File: config.mk
export PLATFORM = sky130hd
export DESIGN_NAME = llr_fmt_conv
export DESIGN_NICKNAME = d
export VERILOG_FILES = /design/src/rtl/llr_fmt_pkg.sv /design/src/rtl/llr_fmt_conv_ch.sv /design/src/rtl/llr_fmt_conv.sv
export SDC_FILE = /design/constraint.sdc
export NUM_CORES = 1
export LEC_CHECK = 0
export CORE_MARGIN = 3
export CORE_UTILIZATION = 48
export CTS_BUF_LIST = sky130_fd_sc_hd__clkbuf_4 sky130_fd_sc_hd__clkbuf_8
export DETAILED_ROUTE_END_ITERATION = 7
export GPL_ROUTABILITY_DRIVEN = 1
export PLACE_DENSITY_LB_ADDON = 0.12
export SETUP_SLACK_MARGIN = 0.15
export SLEW_MARGIN = 20
export SYNTH_ARGS = -nofsm -noshare
export SYNTH_HDL_FRONTEND = slang
export SYNTH_HIERARCHICAL = 1
export SYNTH_SLANG_ARGS = --single-unit
File: constraint.sdc
create_clock -name i_clk -period 13.8 [get_ports i_clk]
set_clock_uncertainty 0.05 [all_clocks]
set_input_delay 4.14 -clock i_clk [delete_from_list [all_inputs] [get_ports i_clk]]
set_output_delay 4.14 -clock i_clk [all_outputs]
set_load 0.05 [all_outputs]
File: src/rtl/llr_fmt_pkg.sv
// llr_fmt_pkg: shared conversion modes and default widths for the LLR format converter
package llr_fmt_pkg;
    typedef enum logic [1:0] {C2S, S2C, LEG, BYP} conv_mode_e;
    localparam int DEF_W     = 11;
    localparam int DEF_N_CH  = 8;
    localparam int DEF_CNT_W = 16;
endpackage

File: src/rtl/llr_fmt_conv_ch.sv
// llr_fmt_conv_ch: combinational single-channel 2C/SM/legacy converter
module llr_fmt_conv_ch
    import llr_fmt_pkg::*;
#(
    parameter int W = DEF_W
) (
    input  logic [W-1:0] i_data,
    input  conv_mode_e   i_mode,
    output logic [W-1:0] o_data,
    output logic         o_sat
);
    localparam logic [W-1:0] SIGN = {1'b1, {(W-1){1'b0}}};
    logic [W-1:0] w_neg, w_mag_neg, w_c2s, w_s2c, w_leg;
    logic         w_min;
    assign w_neg     = W'(0) - i_data;
    assign w_mag_neg = W'(0) - {1'b0, i_data[W-2:0]};
    // the 2C minimum has no SM image, so it is caught before it can alias through negation
    assign w_min     = i_data == SIGN;
    assign w_c2s     = !i_data[W-1] ? i_data : w_min ? {W{1'b1}} : (w_neg | SIGN);
    assign w_s2c     = i_data[W-1] ? w_mag_neg : i_data;
    assign w_leg     = {i_data[W-1], i_data[W-2:0] ^ {(W-1){i_data[W-1]}}};
    always_comb begin
        o_data = i_mode == C2S ? w_c2s : i_mode == S2C ? w_s2c : i_mode == LEG ? w_leg : i_data;
        o_sat  = i_mode == C2S && w_min;
    end
endmodule

File: src/rtl/llr_fmt_conv.sv
// llr_fmt_conv: two-stage valid/ready multi-channel LLR format converter with saturation counter
module llr_fmt_conv
    import llr_fmt_pkg::*;
#(
    parameter int W     = DEF_W,
    parameter int N_CH  = DEF_N_CH,
    parameter int CNT_W = DEF_CNT_W
) (
    input  logic              i_clk,
    input  logic              i_rst,
    input  logic              i_valid,
    output logic              o_ready,
    input  logic [N_CH*W-1:0] i_data,
    input  logic [1:0]        i_mode,
    output logic              o_valid,
    input  logic              i_ready,
    output logic [N_CH*W-1:0] o_data,
    output logic [N_CH-1:0]   o_sat,
    output logic [CNT_W-1:0]  o_sat_cnt,
    input  logic              i_sat_clr
);
    localparam int PW = $clog2(N_CH + 1);
    localparam int SW = (CNT_W > PW ? CNT_W : PW) + 1;
    localparam logic [SW-1:0] CNT_MAX = SW'({CNT_W{1'b1}});
    logic              r_s1_v, r_s2_v;
    logic [N_CH*W-1:0] r_s1_data, r_s2_data, w_conv;
    conv_mode_e        r_s1_mode;
    logic [N_CH-1:0]   r_s2_sat, w_sat;
    logic [CNT_W-1:0]  r_cnt;
    logic              w_adv1, w_adv2, w_hs;
    logic [PW-1:0]     w_pop;
    logic [SW-1:0]     w_sum;
    assign w_adv2    = !r_s2_v || i_ready;
    assign w_adv1    = !r_s1_v || w_adv2;
    assign w_hs      = r_s2_v && i_ready;
    assign o_ready   = w_adv1 && !i_rst;
    assign o_valid   = r_s2_v;
    assign o_data    = r_s2_data;
    assign o_sat     = r_s2_sat;
    assign o_sat_cnt = r_cnt;
    for (genvar c = 0; c < N_CH; c++) begin : g_ch
        llr_fmt_conv_ch #(.W(W)) u_ch (
            .i_data (r_s1_data[c*W +: W]),
            .i_mode (r_s1_mode),
            .o_data (w_conv[c*W +: W]),
            .o_sat  (w_sat[c])
        );
    end
    always_comb begin
        w_pop = '0;
        for (int i = 0; i < N_CH; i++) w_pop = w_pop + PW'(r_s2_sat[i]);
        // a clear coinciding with a handshake restarts the count from this beat
        w_sum = (i_sat_clr ? '0 : SW'(r_cnt)) + SW'(w_pop);
    end
    always_ff @(posedge i_clk) begin
        if (i_rst) begin
            r_s1_v    <= 1'b0;
            r_s1_data <= '0;
            r_s1_mode <= C2S;
        end else if (w_adv1) begin
            r_s1_v    <= i_valid;
            r_s1_data <= i_data;
            r_s1_mode <= conv_mode_e'(i_mode);
        end
    end
    always_ff @(posedge i_clk) begin
        if (i_rst) begin
            r_s2_v    <= 1'b0;
            r_s2_data <= '0;
            r_s2_sat  <= '0;
        end else if (w_adv2) begin
            r_s2_v    <= r_s1_v;
            r_s2_data <= w_conv;
            r_s2_sat  <= w_sat;
        end
    end
    always_ff @(posedge i_clk) begin
        if (i_rst) r_cnt <= '0;
        else if (w_hs) r_cnt <= w_sum > CNT_MAX ? {CNT_W{1'b1}} : CNT_W'(w_sum);
        else if (i_sat_clr) r_cnt <= '0;
    end
endmodule
After elaboration in Yosys (flattened, before gate mapping)
Index checks and enable logic that the tools add are counted.

Bits in registers: 204. Input port bits: 95. Output and inout port bits: 114.

Add/subtract/negate cells: 24. $lt $le $gt $ge: 1. Eq/ne operators: 10. Mux-type cells: 52. Bitwise logic cells: 8. Reduce and logical (&&, ||, !) cells: 17.

Operator list (count): 2-to-1 mux 11 bit (32); 2-to-1 mux 10 bit (16); equality test 11 bit (second input constant) (8); subtractor 1 x 10 -> 11 bit (first input constant) (8); subtractor 1 x 10 -> 10 bit (first input constant) (8); XOR 10 bit (8); 2-to-1 mux 16 bit (4); adder 16 x 4 -> 17 bit (1); > comparator 17 x 16 -> 1 bit (second input constant) (1); adder 4 x 1 -> 4 bit (4); logical AND 1 bit (10); adder 3 x 1 -> 4 bit (1); adder 2 x 1 -> 3 bit (1); logical NOT 1 bit (3); adder 1 x 1 -> 2 bit (1); equality test 2 x 1 -> 1 bit (second input constant) (1); equality test 2 bit (second input constant) (1); logical NOT 2 bit (1); logical OR 1 bit (2); nonzero test 2 bit (1).

Depth between registers and ports, before layout
Word-level depth: 11. Mapped depth: 13. Depth with buffers taken out: 12.

By module
Netlist, hierarchy kept.

By module, submodules not included: llr_fmt_conv (instances 1, cells each 951, area an instance 7517.2 µm²); llr_fmt_conv_ch (instances 8, cells each 54, area an instance 327.8 µm²).

Worst setup path before layout
No wires, ideal clock.

Path kind: input port to output port. Start: input port i_ready. End: output port o_ready. Arrival: 5324 ps. Setup slack: 4286 ps. Cell stages on the path: 5. Buffers on the path: 2. Cell sequence: nor2b_1 > buf_2 > and2_1 > clkbuf_1 > nor2_1.

Cells in the longest elaborated chain, start to end: 3.

RTL lines: start, declared (line llr_fmt_conv.sv:16) `input logic i_ready,`; logical OR 1 bit (line llr_fmt_conv.sv:33) `assign w_adv2 = !r_s2_v || i_ready;`; logical OR 1 bit (line llr_fmt_conv.sv:34) `assign w_adv1 = !r_s1_v || w_adv2;`; logical AND 1 bit (line llr_fmt_conv.sv:36) `assign o_ready = w_adv1 && !i_rst;`; end, declared (line llr_fmt_conv.sv:12) `output logic o_ready,`.

Every way passes these cells.

Worst setup path in the final report
Ends and elaborated chain as after synthesis.

==> results.json <==
{
  "worst_ep_arrival_time_ns": 6.18,
  "rsz0062_at_grt": "false",
  "finalCritPeriodShare_pct": 75.1,
  "yosys_warnings": 6,
  "ys_ff_latch": 204,
  "final_layout_size_suffix_gt1_share_pct": 7.79,
  "powerDensity_mw_per_mm2": 118,
  "drt_iter0_drc": 498,
  "drc_errors": 0,
  "die_h_um": 151,
  "grt_max_degree": 107,
  "hold_viol_final": 0,
  "synth_fp_nets": 1497,
  "cp-startpoint": "i_ready",
  "cp-end-kind": "output port",
  "grt_antenna_before_repair": 1,
  "layout_commonest_cell": "nand2_1",
  "period_needed_ns": 10.37,
  "clk_latency_ns": 0.52,
  "cts.sinks": 204,
  "drtPass1Iterations": 5,
  "cts_tree": "yes",
  "clockRootBuffer": "clkbuf_8",
  "die_area_mm2": 0.0229,
  "post_drt_wl_per_cell_um": 15.0,
  "hold-worst-slack_ns": 0.398,
  "start_util_pct": 49.5,
  "synth_cells": 1383,
  "grt_usage_pct": 23.9,
  "relSlewSlack_pct": 26.5,
  "dp_hpwl_mm": 17.9,
  "path_class": "primary input to output port",
  "status": "finished, final reports clean",
  "finalMaxSlewViolations": 0,
  "cts-htree-levels": 2,
  "cts_resized": 0,
  "grt_pass1_vias": 9283,
  "ant_nets": 0,
  "post_cts_buffers": 0,
  "p_leak_nw": 5.15,
  "p_total_w": 0.00154,
  "setup_tns_ns": 0,
  "core-area_mm2": 0.0205,
  "most-common-layout-cells": "430 x nand2_1, 267 x a21oi_1, 207 x clkdlybuf4s50_1",
  "syn_to_final_growth_pct": 29.2,
  "synth-main-ff-cell": "dfxtp_1",
  "irDropWorstVdd_uv": 72.4,
  "rows": 52,
  "worstPathRequired_ns": 9.61,
  "start_kind": "primary input",
  "vias": 9866,
  "via_per_inst": 5.34,
  "gp_congestion": 0.890,
  "syn_area_mm2": 0.0101,
  "seq_area_frac_synth_pct": 40.3,
  "die_x_um": 151,
  "tightest_slew_ns": 1.10,
  "io_buffers": 208,
  "netlist-cell-type-count": 50,
  "fin_nets": 1668,
  "cts-buffers-inserted": 37,
  "grt.overflow.total": 0,
  "cts_hold_buf": 0,
  "synth_edf_count": 0,
  "min_from": "o_data[37]",
  "fmax_mhz": 96.4,
  "num_io_pins": 209,
  "cts_buffer_depth": 3,
  "setup-violations-final": 0,
  "cap_viol_max_count": 0,
  "routed_wl_mm": 27.7,
  "r2r-start": "o_sat[0]",
  "grt_pass1_wl_mm": 45.1,
  "async_flop_share_pct": 0,
  "min_path_type": "flip-flop to flip-flop",
  "critPathMaxFanout": 48,
  "clk_pin_slew_worst_paths_ns": 0.05,
  "avgSynthCellArea_um2": 7.33
}
## where the power goes
group	switching [W]	internal, W	leakage [nW]
clock network	0.000251	0.000348	0.413
registers	0.0000351	0.000625	1.69
logic	0.000169	0.000115	3.05
## cells by family after synthesis
kind of cell	after synthesis	synth area share [%]
simple gates	641	29.5
fa+ha+maj	19	2.71
xor+xnor	37	3.20
compound gates	352	19.1
buf+inv	127	4.91
flops	204	40.3
mux	3	0.308
## worst max-delay path, cell delays in order
cell and delay [ns]:
clkdlybuf4s50_1 0.50, nor2b_4 0.19, and2_4 0.53, nor2_1 0.08, clkdlybuf4s50_1 0.73
## stage by stage
stage	setup WS, ns	cells	utilization, %	instance area, µm²
finish	3.43	1849	63.9	13100
floorplan	4.29	1383	-	10100
global placement	3.44	1784	60.0	12300
CTS	3.41	1847	63.8	13100
detailed placement	3.41	1784	60.0	12300
global route	3.31	1849	63.9	13100
## synthesized netlist by cell type, drive strengths merged (10+ instances only)
master  instances  area [µm²]
nor4           22         258
buf            24         111
inv            46         173
nor3b          10        75.1
clkbuf         57         214
a21oi         267        1340
xnor2          37         324
nor2           45         176
nor3           67         335
dfxtp         204        4080
ha             14         175
a31oi          37         231
nand2         439        1670
## metal layers
metal | wire, µm | GRT usage (%) | up-vias
met4 | 498 | 6.84 | 0
li1 | - | - | 5030
met5 | 0 | 0 | -
met2 | 12700 | 38.5 | 274
met1 | 12400 | 31.6 | 4523
met3 | 2110 | 6.10 | 39
## path summary, 6_finish.rpt
check,to,slack [ns],cells past startpoint
hold reg to reg,o_data[37],0.40,2
setup reg to reg,o_sat_cnt[1],9.67,11
setup / recovery,o_ready,3.43,5
hold / removal,o_data[37],0.40,2
## registers in the layout (all words and copies together), names as in the netlist
signal	cells
r_s1_data	88
r_s1_v	1
o_sat	8
o_data	88
o_sat_cnt	16
r_s1_mode	2
o_valid	1
## layout make-up
cell class	instances	area, µm²
Timing Repair Buffer	213	2140
Sequential cell	204	4090
Clock buffer	56	714
Fill cell	1940	7390
Multi-Input combinational cell	1052	5580
Tap cell	270	338
Clock inverter	7	62.6
Antenna cell	1	2.50
Inverter	46	173
Power figures use the tool's default switching activity.
